**config.mk**
```make
export PLATFORM = sky130hd
export DESIGN_NAME = uart_burst_tx
export DESIGN_NICKNAME = d
export VERILOG_FILES = /design/src/rtl/uart_pkg.sv /design/src/rtl/uart_baud_gen.sv /design/src/rtl/uart_burst_tx.sv
export SDC_FILE = /design/constraint.sdc
export NUM_CORES = 1
export LEC_CHECK = 0
export ABC_AREA = 1
export CAP_MARGIN = 25
export CORE_MARGIN = 1.5
export CORE_UTILIZATION = 39
export CTS_BUF_LIST = sky130_fd_sc_hd__clkbuf_8 sky130_fd_sc_hd__clkbuf_16
export CTS_CLUSTER_SIZE = 10
export DETAILED_ROUTE_END_ITERATION = 8
export HOLD_SLACK_MARGIN = 0.08
export RECOVER_POWER = 100
export SYNTH_ARGS = -nofsm -noshare
export SYNTH_HDL_FRONTEND = slang
export SYNTH_SLANG_ARGS = --single-unit
export TNS_END_PERCENT = 50
```
**constraint.sdc**
```tcl
create_clock -name clk -period 4.8 [get_ports clk]
set_clock_uncertainty 0.2 [all_clocks]
set_input_delay 0.96 -clock clk [delete_from_list [all_inputs] [get_ports clk]]
set_output_delay 0.96 -clock clk [all_outputs]
set_load 0.02 [all_outputs]
```
**src/rtl/uart_pkg.sv**
```systemverilog
// ----------------------------------------------------------------------------
// uart_pkg
// Shared definitions for the burst UART transmitter:
//   - state_t     : transmitter FSM states
//   - BAUD_*      : supported baud rates, selected by a 2-bit speed code
//   - calc_div    : clock-frequency/speed-code -> clocks per bit (min 1)
//   - even_parity : XOR of a data byte (parity builds only)
//   - DATA_BITS / FRAME_BITS / BIT_W : frame shape and bit-position width
// Optional feature macro: UART_TX_PARITY_EN adds an even-parity bit.
// ----------------------------------------------------------------------------
package uart_pkg;

   localparam int unsigned BAUD_9600   = 32'd9600;
   localparam int unsigned BAUD_19200  = 32'd19200;
   localparam int unsigned BAUD_57600  = 32'd57600;
   localparam int unsigned BAUD_115200 = 32'd115200;

   // Divider width covers clock frequencies far above any practical system.
   localparam int DIV_W = 24;
   localparam logic [DIV_W-1:0] DIV_ONE = {{(DIV_W-1){1'b0}}, 1'b1};

   localparam int DATA_BITS = 8;
`ifdef UART_TX_PARITY_EN
   localparam int FRAME_BITS = 11;   // start + 8 data + parity + stop
`else
   localparam int FRAME_BITS = 10;   // start + 8 data + stop
`endif
   localparam int BIT_W = $clog2(FRAME_BITS);

   typedef enum logic [2:0] {
      S_IDLE       = 3'd0,
      S_START_BIT  = 3'd1,
      S_DATA_BITS  = 3'd2,
`ifdef UART_TX_PARITY_EN
      S_PARITY_BIT = 3'd3,
`endif
      S_STOP_BIT   = 3'd4
   } state_t;

   // Clocks per bit for a speed code; truncating divide, clamped to at least 1.
   function automatic logic [DIV_W-1:0] calc_div(input int unsigned clk_freq,
                                                  input logic [1:0]  speed);
      int unsigned baud;
      int unsigned div;
      case (speed)
         2'd0:    baud = BAUD_9600;
         2'd1:    baud = BAUD_19200;
         2'd2:    baud = BAUD_57600;
         default: baud = BAUD_115200;
      endcase
      div = clk_freq / baud;
      if (div == 32'd0) begin
         div = 32'd1;
      end else begin
         div = div;
      end
      return div[DIV_W-1:0];
   endfunction

`ifdef UART_TX_PARITY_EN
   // Even parity bit: makes the total count of ones (data + parity) even.
   function automatic logic even_parity(input logic [7:0] b);
      return ^b;
   endfunction
`endif

endpackage

```
**src/rtl/uart_baud_gen.sv**
```systemverilog
// ----------------------------------------------------------------------------
// uart_baud_gen
// Loadable down-counter producing a one-cycle bit tick every DIV clocks.
// A load strobe captures a new divider and restarts the count so that the
// first tick lands exactly DIV clocks after the load edge.
// Ports:
//   clk     : system clock
//   reset   : synchronous active-high reset
//   i_load  : restart strobe (frame start)
//   i_div   : clocks per bit, captured on i_load
//   o_tick  : high during the last clock of each bit period
// ----------------------------------------------------------------------------
module uart_baud_gen
   import uart_pkg::*;
(
   input  logic             clk,
   input  logic             reset,
   input  logic             i_load,
   input  logic [DIV_W-1:0] i_div,
   output logic             o_tick
);

   logic [DIV_W-1:0] r_cnt;
   logic [DIV_W-1:0] r_div;

   // Count down from DIV-1 to 0, reloading on load strobe or on wrap.
   always_ff @(posedge clk) begin
      if (reset) begin
         r_cnt <= {DIV_W{1'b0}};
         r_div <= DIV_ONE;
      end else if (i_load) begin
         r_div <= i_div;
         r_cnt <= i_div - DIV_ONE;
      end else if (r_cnt == {DIV_W{1'b0}}) begin
         r_cnt <= r_div - DIV_ONE;
      end else begin
         r_cnt <= r_cnt - DIV_ONE;
      end
   end

   assign o_tick = (r_cnt == {DIV_W{1'b0}});

endmodule

```
**src/rtl/uart_burst_tx.sv**
```systemverilog
// ----------------------------------------------------------------------------
// uart_burst_tx
// On a start pulse, captures a byte, a speed code and a byte-count code and
// sends num_bytes+1 back-to-back UART frames (data, data+1, ...) on tx.
// Optional feature macro: UART_TX_PARITY_EN (even parity bit, 11-bit frame).
// Parameters:
//   CLK_FREQ  : system clock in Hz, used to derive the bit period
// Ports:
//   clk       : system clock
//   reset     : synchronous active-high reset
//   start     : one-cycle request, honoured only when idle
//   data      : first payload byte
//   speed     : 0=9600, 1=19200, 2=57600, 3=115200 baud
//   num_bytes : burst length minus one
//   tx        : UART line, idle high (registered)
//   busy      : burst in progress (registered)
//   done      : one-cycle pulse as the burst ends (registered)
// ----------------------------------------------------------------------------
module uart_burst_tx
   import uart_pkg::*;
#(
   parameter int unsigned CLK_FREQ = 100_000_000
) (
   input  logic       clk,
   input  logic       reset,
   input  logic       start,
   input  logic [7:0] data,
   input  logic [1:0] speed,
   input  logic [1:0] num_bytes,
   output logic       tx,
   output logic       busy,
   output logic       done
);

   state_t           r_state, w_next;
   logic [7:0]       r_data, r_cur, w_cur_next, r_shift, w_shift_next;
   logic [1:0]       r_speed, r_nb, r_k, w_k_next, w_k_inc;
   logic [BIT_W-1:0] r_bit, w_bit_next;
   logic             w_cap, w_load, w_tick, w_done_next;
   logic             w_tx_next, w_busy_next;
   logic             r_tx, r_busy, r_done;
   logic [DIV_W-1:0] w_div;

   // In IDLE the divider comes from the live input (it is loaded on the
   // capture edge); during a burst only the captured speed is used.
   assign w_div   = calc_div(CLK_FREQ, (r_state == S_IDLE) ? speed : r_speed);
   assign w_k_inc = r_k + 2'd1;

   uart_baud_gen u_baud (
      .clk    (clk),
      .reset  (reset),
      .i_load (w_load),
      .i_div  (w_div),
      .o_tick (w_tick)
   );

   // State register.
   always_ff @(posedge clk) begin
      if (reset) begin
         r_state <= S_IDLE;
      end else begin
         r_state <= w_next;
      end
   end

   // Next-state and datapath next values; r_bit is the position in the frame.
   always_comb begin
      w_next       = r_state;
      w_cap        = 1'b0;
      w_load       = 1'b0;
      w_k_next     = r_k;
      w_cur_next   = r_cur;
      w_shift_next = r_shift;
      w_bit_next   = r_bit;
      w_done_next  = 1'b0;
      case (r_state)
         S_IDLE: begin
            if (start) begin
               w_next       = S_START_BIT;
               w_cap        = 1'b1;
               w_load       = 1'b1;
               w_k_next     = 2'd0;
               w_cur_next   = data;
               w_shift_next = data;
               w_bit_next   = {BIT_W{1'b0}};
            end else begin
               w_next = S_IDLE;
            end
         end
         S_START_BIT: begin
            if (w_tick) begin
               w_next     = S_DATA_BITS;
               w_bit_next = r_bit + 1'b1;
            end else begin
               w_next = S_START_BIT;
            end
         end
         S_DATA_BITS: begin
            if (w_tick) begin
               w_bit_next   = r_bit + 1'b1;
               w_shift_next = {1'b0, r_shift[7:1]};
               // Data occupies frame positions 1..DATA_BITS.
               if (r_bit == BIT_W'(DATA_BITS)) begin
`ifdef UART_TX_PARITY_EN
                  w_next = S_PARITY_BIT;
`else
                  w_next = S_STOP_BIT;
`endif
               end else begin
                  w_next = S_DATA_BITS;
               end
            end else begin
               w_next = S_DATA_BITS;
            end
         end
`ifdef UART_TX_PARITY_EN
         S_PARITY_BIT: begin
            if (w_tick) begin
               w_next     = S_STOP_BIT;
               w_bit_next = r_bit + 1'b1;
            end else begin
               w_next = S_PARITY_BIT;
            end
         end
`endif
         S_STOP_BIT: begin
            if (w_tick) begin
               w_bit_next = {BIT_W{1'b0}};
               if (r_k < r_nb) begin
                  // Next byte starts with no idle gap; restart the bit timer.
                  w_next       = S_START_BIT;
                  w_load       = 1'b1;
                  w_k_next     = w_k_inc;
                  w_cur_next   = r_data + {6'd0, w_k_inc};
                  w_shift_next = r_data + {6'd0, w_k_inc};
               end else begin
                  w_next      = S_IDLE;
                  w_done_next = 1'b1;
               end
            end else begin
               w_next = S_STOP_BIT;
            end
         end
         default: begin
            w_next = S_IDLE;
         end
      endcase
   end

   // Output decode from the next state so tx/busy can be registered.
   always_comb begin
      w_tx_next   = 1'b1;
      w_busy_next = (w_next != S_IDLE);
      case (w_next)
         S_START_BIT:  w_tx_next = 1'b0;
         S_DATA_BITS:  w_tx_next = w_shift_next[0];
`ifdef UART_TX_PARITY_EN
         S_PARITY_BIT: w_tx_next = even_parity(w_cur_next);
`endif
         default:      w_tx_next = 1'b1;
      endcase
   end

   // Datapath, captured settings and registered outputs.
   always_ff @(posedge clk) begin
      if (reset) begin
         r_data  <= 8'd0;
         r_speed <= 2'd0;
         r_nb    <= 2'd0;
         r_k     <= 2'd0;
         r_cur   <= 8'd0;
         r_shift <= 8'd0;
         r_bit   <= {BIT_W{1'b0}};
         r_tx    <= 1'b1;
         r_busy  <= 1'b0;
         r_done  <= 1'b0;
      end else begin
         if (w_cap) begin
            r_data  <= data;
            r_speed <= speed;
            r_nb    <= num_bytes;
         end
         r_k     <= w_k_next;
         r_cur   <= w_cur_next;
         r_shift <= w_shift_next;
         r_bit   <= w_bit_next;
         r_tx    <= w_tx_next;
         r_busy  <= w_busy_next;
         r_done  <= w_done_next;
      end
   end

   assign tx   = r_tx;
   assign busy = r_busy;
   assign done = r_done;

endmodule

```
=== After elaboration in Yosys (flattened, before gate mapping) ===
Index checks and enable logic that the tools add are counted.

* Add/sub/neg operators: 6
* Div/mod/pow operators: 1
* $lt $le $gt $ge: 1
* Eq/ne operators: 13
* Muxes and demuxes: 32
* Bitwise logic cells: 2
* Reduce and logical (&&, ||, !) cells: 13

{| class="wikitable"
|+ Operator list
! cell !! count
|-
| 24-bit two-way mux || 3
|-
| 24-bit by 1-bit subtractor with 24-bit output, second input constant || 3
|-
| 17-bit one-hot mux with 3 select lines || 1
|-
| 27-bit by 32-bit divider with 32-bit output, first input constant || 1
|-
| 32-bit zero test || 1
|-
| 8-bit two-way mux || 4
|-
| 24-bit zero test || 1
|-
| 8-bit one-hot mux with 3 select lines || 1
|-
| 4-bit two-way mux || 3
|-
| 3-bit one-hot mux with 4 select lines || 1
|-
| 4-bit one-hot mux with 3 select lines || 1
|-
| 2-bit two-way mux || 5
|-
| 3-bit two-way mux || 3
|-
| 3-bit nonzero test || 3
|-
| 8-bit by 2-bit adder with 8-bit output || 1
|-
| 4-bit AND reduction || 2
|-
| 1-bit two-way mux || 7
|-
| 3-bit by 1-bit equality test with 1-bit output, second input constant || 2
|-
| 3-bit by 2-bit equality test with 1-bit output, second input constant || 2
|-
| 2-bit by 1-bit inequality test with 1-bit output, second input constant || 3
|-
| 5-bit AND reduction || 1
|-
| 4-bit by 1-bit adder with 4-bit output, second input constant || 1
|-
| 4-bit equality test, second input constant || 1
|-
| 2-bit inequality test, second input constant || 2
|-
| 13 further kinds || 15
|}

* Register bits after elaboration: 80
* Input bits: 15
* Output and inout bits: 3
* Logic and storage cells: 81

=== Depth between registers and ports, before layout ===
* Depth in word-level cells: 9
* Mapped depth: 26
* Gate-level depth less buffers: 26

=== Hierarchy ===
Synthesis repeated with hierarchy kept, for this count alone.

* Cell total of the unflattened synthesis: 737
* Area total of the unflattened synthesis: 5001.0 um^2

{| class="wikitable"
|+ Modules (own cells, without submodules)
! module !! instances !! cells an instance !! area each (um^2) !! seq. area each (um^2)
|-
| uart_baud_gen || 1 || 446 || 2917.8 || 960.9
|-
| uart_burst_tx || 1 || 291 || 2083.2 || 640.6
|}

=== Least setup slack after synthesis ===
No wires, ideal clock.

* Path type: input to register
* Start point: in speed[1]
* End point: reg u_baud.r_cnt[20]
* Setup time: 115 ps
* Arrival time: 3372 ps
* Data required time: 4485 ps
* Path slack: 1113 ps
* Stages on the path: 23
* Buffers on the path: 0
* Path through: nand3b_2 nand2_4 inv_2 ha_1 inv_1 nor3_1 nor3_1 nor2_1 nand2_1 nand2_1 inv_1 nand3_1 nand2_1 nand2_2 inv_1 ha_1 nand2_1 nor2_2 nand4_1 nor2_2 nand3_1 nand2_1 nor2_1

* Cells in the longest elaborated chain, start to end: 8
* Elaborated cells between the ends (all ways): 10
* Those cells by class: add/sub: 1; div: 1; eq/ne: 2; mux: 4; reduce/logical: 2

{| class="wikitable"
|+ RTL lines
! item !! line !! text
|-
| start, declared || uart_burst_tx.sv:28 || <nowiki>input logic [1:0] speed,</nowiki>
|-
| 2-bit two-way mux * || uart_burst_tx.sv:46 || <nowiki>assign w_div = calc_div(CLK_FREQ, (r_state == S_IDLE) ? speed : r_speed);</nowiki>
|-
| 2-bit equality test (tied with other cells) || uart_pkg.sv:45 || <nowiki>case (speed)</nowiki>
|-
| 17-bit one-hot mux with 3 select lines * || uart_pkg.sv:45 ||
|-
| 27-bit by 32-bit divider with 32-bit output * || uart_pkg.sv:51 || <nowiki>div = clk_freq / baud;</nowiki>
|-
| 32-bit zero test || uart_pkg.sv:52 || <nowiki>if (div == 32'd0) begin</nowiki>
|-
| 24-bit two-way mux * || uart_pkg.sv:52 ||
|-
| named net u_baud.i_div[4] || uart_baud_gen.sv:19 || <nowiki>input logic [DIV_W-1:0] i_div,</nowiki>
|-
| 24-bit by 1-bit subtractor with 24-bit output * || uart_baud_gen.sv:33 || <nowiki>r_cnt <= i_div - DIV_ONE;</nowiki>
|-
| 24-bit two-way mux * || uart_baud_gen.sv:31 || <nowiki>end else if (i_load) begin</nowiki>
|-
| end signal, assigned || uart_baud_gen.sv:33 ||
|-
| end signal, assigned || uart_baud_gen.sv:35 || <nowiki>r_cnt <= r_div - DIV_ONE;</nowiki>
|-
| end signal, assigned || uart_baud_gen.sv:37 || <nowiki>r_cnt <= r_cnt - DIV_ONE;</nowiki>
|-
| end, declared || uart_baud_gen.sv:23 || <nowiki>logic [DIV_W-1:0] r_cnt;</nowiki>
|}

Mark *: on every way through the listed nets, which the timed path passes. The rest lies on a longest branch.
A chain may end at the register's enable or synchronous reset.

=== Worst setup path in the final report ===
Same ends and word-level chain as after synthesis.

==> parameters.txt <==
Parameter                              Value

Run status
  Outcome    complete, no violations

GRT
  Met1 track utilization from global routing    27.2%
  Total overflow reported by the global router    0
  Met3 track demand over resource in global routing    4.30%
  Total global-route track usage    20.0%
  Initial antenna violation count    0
  Pin count of the biggest net entering global routing    48
  Number of global-route vias before repair    4125
  Global-route wire length before repair    20100 um
  Met2 track demand over resource    31.4%
  Layer carrying the most global-route usage    met2

Floorplan
  Number of rows created at floorplan    39
  Core region area    11500 um^2
  Starting density of the core    40.2%
  Die X    112 um
  I/O Pins    18
  Die H    112 um
  Area of the die    12500 um^2

Logic synthesis
  Count of unique library cells instantiated by Yosys    47
  Number of standard cells after synthesis    678
  Sequential cell area fraction in the yosys report    33.9%
  Synthesized Nets    708
  Warnings, synthesis    0
  Cell area after technology mapping    4610 um^2
  Synthesized area per cell    6.79 um^2
  Flops & latches, synth    78

Placed design
  RD Place Congestion    0.933
  Number of buffer cells added on primary ports    17
  HPWL Detailed    8370 um

Clock tree
  Max H-tree Level    3
  Root buffer cell    sky130_fd_sc_hd__clkbuf_16
  TritonCTS clock tree    done
  Clock insertion delay at the later pin of the skew report    350 ps
  Count of instances resized after the clock tree is built    0
  Hold-fix buffer count after cts    0
  Buffers inserted by post-CTS timing repair    0
  TritonCTS Sinks    78
  Number of clock buffers inserted by TritonCTS    9
  Bufs on Longest Clock Path    2
  Clock-pin transition on the worst setup and hold timing paths    60 ps

Timing
  Final Cycle Share    88.9%
  Aggregate negative setup slack    0 ps
  Final setup vio count    0
  Time the final worst path needs with I/O delays and setup    4270 ps
  Max-slew violations    0
  Transition time at the pin with the least slew margin    1090 ps
  Setup repair after global routing missed its margin    false
  Max Freq    234 MHz
  Count of final hold-check violations    0
  Worst rel slew slack    27.0%

Routing
  Via total after detailed routing    4274
  Post-route DRC    0
  Number of iterations in the first detailed-routing pass    4
  DR iter-0 viols    202
  WL per Instance    13.9 um
  Wire length after detailed routing    11700 um
  Detailed-route vias per instance    5.09
  Antenna-violating nets left    0

Layout
  Signed area change from the synthesized netlist to the final layout    10.4%
  Reg area    1560 um^2
  Total inserted antenna cells    0
  Share of cells above drive strength 1    10.3%
  Filler cell count    1171
  Multi-input gate area in the final layout    2570 um^2
  Number of nets in the finished design    721
  Final core occ    44.3%

Setup path
  Nature of the critical path endpoint    flop
  Crit path from    speed[1]
  Number of gates on the worst path with buffers counted    22
  Critical path start-end classification    in2reg
  Reg-to-reg startpoint    u_baud.r_cnt[23]
  Buffers plus inverters on the worst setup path    4
  Most numerous cell on the critical path    sky130_fd_sc_hd__nand2_1
  Critical register-to-register path endpoint    u_baud.r_cnt[19]
  Worst-case reg-to-reg path depth    19
  Worst stage delay on the critical path    430 ps
  Slack of the worst reg-to-reg path    580 ps
  Cell at the slowest stage of the critical path    sky130_fd_sc_hd__clkdlybuf4s50_1
  Destination of the critical timing path    u_baud.r_cnt[20]
  Max Fanout on Critical Path    11
  Crit path launch type    primary input
  Arrival time at the worst endpoint    4310 ps
  Worst path required time    4840 ps
  Critical path, cell by cell    clkdlybuf4s50_1 -> nand3b_2 -> nand2_4 -> inv_1 -> ha_1 -> inv_1 -> nor2_1 -> nand4_1 -> o21ai_0 -> nand2_1 -> nand3_1 -> nand2_1 -> nand2_2 -> inv_1 -> ha_1 -> nand2_1 -> nor2_2 -> nand4_1 -> nor2_2 -> nand3_1 -> nand2_1 -> nor2_1
  Family of cells with the greatest summed delay on the critical path    simple AND/OR/NAND/NOR gates

Power and ir drop
  Peak supply drop    232 uV
  Ratio of total power to cell area    448 nW/um^2
  Static leakage    2.28 nW

Job
  Number of max-capacitance violations reported    0

Min path
  Path type of the worst min-delay path    reg2reg
## metrics by stage
| stage | power (mW) | worst slack, ps | hold slack (ps) | instances | instance area [um^2] |
|---|---|---|---|---|---|
| finish | 2.28 | 533 | 242 | 839 | 5080 |
| detailed placement | 1.69 | 279 | 239 | 823 | 4890 |
| global placement | 1.68 | 418 | 235 | 823 | 4890 |
| global route | 2.46 | 162 | 265 | 839 | 5080 |
| CTS | 2.33 | 632 | 247 | 839 | 5160 |
| floorplan | 1.49 | 1110 | 224 | 678 | 4610 |
## how the worst min path moves through the flow
stage                       endpoint              from  cells past startpoint  slack (ps)
floorplan           u_baud.r_div[19]  u_baud.r_div[19]                      2         220
global placement    u_baud.r_div[21]  u_baud.r_div[21]                      2         240
detailed placement  u_baud.r_div[20]  u_baud.r_div[20]                      2         240
CTS                 u_baud.r_div[23]  u_baud.r_div[23]                      2         250
global route        u_baud.r_div[19]  u_baud.r_div[19]                      2         260
finish              u_baud.r_div[20]  u_baud.r_div[20]                      2         240
## layout by cell type, fill, tap and decap left out, types with 5 or more instances in the layout
master                              n
sky130_fd_sc_hd__ha_1              14
sky130_fd_sc_hd__nand2_1          173
sky130_fd_sc_hd__o21ai_0           22
sky130_fd_sc_hd__nand2_4            5
sky130_fd_sc_hd__nor2_1            85
sky130_fd_sc_hd__or2_2              5
sky130_fd_sc_hd__clkdlybuf4s50_1   12
sky130_fd_sc_hd__a21oi_1           58
sky130_fd_sc_hd__nand3_1           38
sky130_fd_sc_hd__nor2_2             7
sky130_fd_sc_hd__nor3_1            14
sky130_fd_sc_hd__inv_2              6
sky130_fd_sc_hd__inv_1             77
sky130_fd_sc_hd__o21bai_1           5
sky130_fd_sc_hd__clkbuf_16          9
sky130_fd_sc_hd__dfxtp_1           78
sky130_fd_sc_hd__nand2_2           11
sky130_fd_sc_hd__nand3_2            6
sky130_fd_sc_hd__nand4_1           12
## cell families (layout without fill, tap and decap cells)
logic type,count (synthesis),in the layout,share of synthesized area (%)
compound gates,113,113,14.5
xor+xnor,6,6,1.14
fa+ha+maj,15,15,4.24
buf+inv,102,120,8.88
flops,78,78,33.9
simple gates,364,364,37.4
## flip-flops by register name, indices dropped and copies added (netlist names)
name / count
busy: 1
r_bit: 4
r_shift: 8
r_k: 2
r_state: 3
r_data: 8
tx: 1
u_baud.r_div: 22
done: 1
r_nb: 2
r_speed: 2
u_baud.r_cnt: 24
## cells in the mapped netlist (all sizes together)
cell type | number | share of area [%]
a211oi | 2 | 0.33
a21boi | 1 | 0.16
a21oi | 62 | 7.2
a22oi | 1 | 0.16
a31oi | 3 | 0.41
a41oi | 4 | 0.76
buf | 9 | 1.2
clkbuf | 11 | 0.90
dfxtp | 78 | 34
fa | 1 | 0.43
ha | 14 | 3.8
inv | 82 | 6.7
nand2 | 190 | 18
nand3 | 44 | 5.4
nand3b | 2 | 0.41
nand4 | 12 | 1.6
nor2 | 95 | 9.5
nor3 | 14 | 1.5
nor4 | 1 | 0.14
o2111ai | 2 | 0.38
o211ai | 1 | 0.27
o21a | 2 | 0.33
o21ai | 28 | 3.3
o21bai | 5 | 0.82
o22ai | 1 | 0.14
o32ai | 1 | 0.19
or2 | 6 | 0.82
xnor2 | 2 | 0.38
xor2 | 4 | 0.76
## power breakdown
part           total (mW)  switching [mW]  internal, mW
combinational       0.859           0.585         0.274
sequential          0.785          0.0457         0.740
clock               0.632           0.275         0.358
total                2.28           0.905          1.37
## area by class of cell
class                   count  area share [%]
well taps                 143            3.52
multi-input cells         498            50.5
clock buffers              10            4.70
clock inverters             6           0.591
inverters                  82            6.10
repair buffers             22            3.91
flip-flops and latches     78            30.7
## tightest hold or removal path, cell delays in order (launching register included)
cell and delay (ps):
sky130_fd_sc_hd__dfxtp_1 290, sky130_fd_sc_hd__inv_1 60, sky130_fd_sc_hd__nor3_1 50
## per-layer routing
metal | up-vias | wire length [um]
li1 | 2221 | -
met1 | 1959 | 5640
met2 | 80 | 5350
met3 | 14 | 478
met4 | 0 | 196
met5 | - | 0
Note: power is estimated with default switching activity, not from simulation.
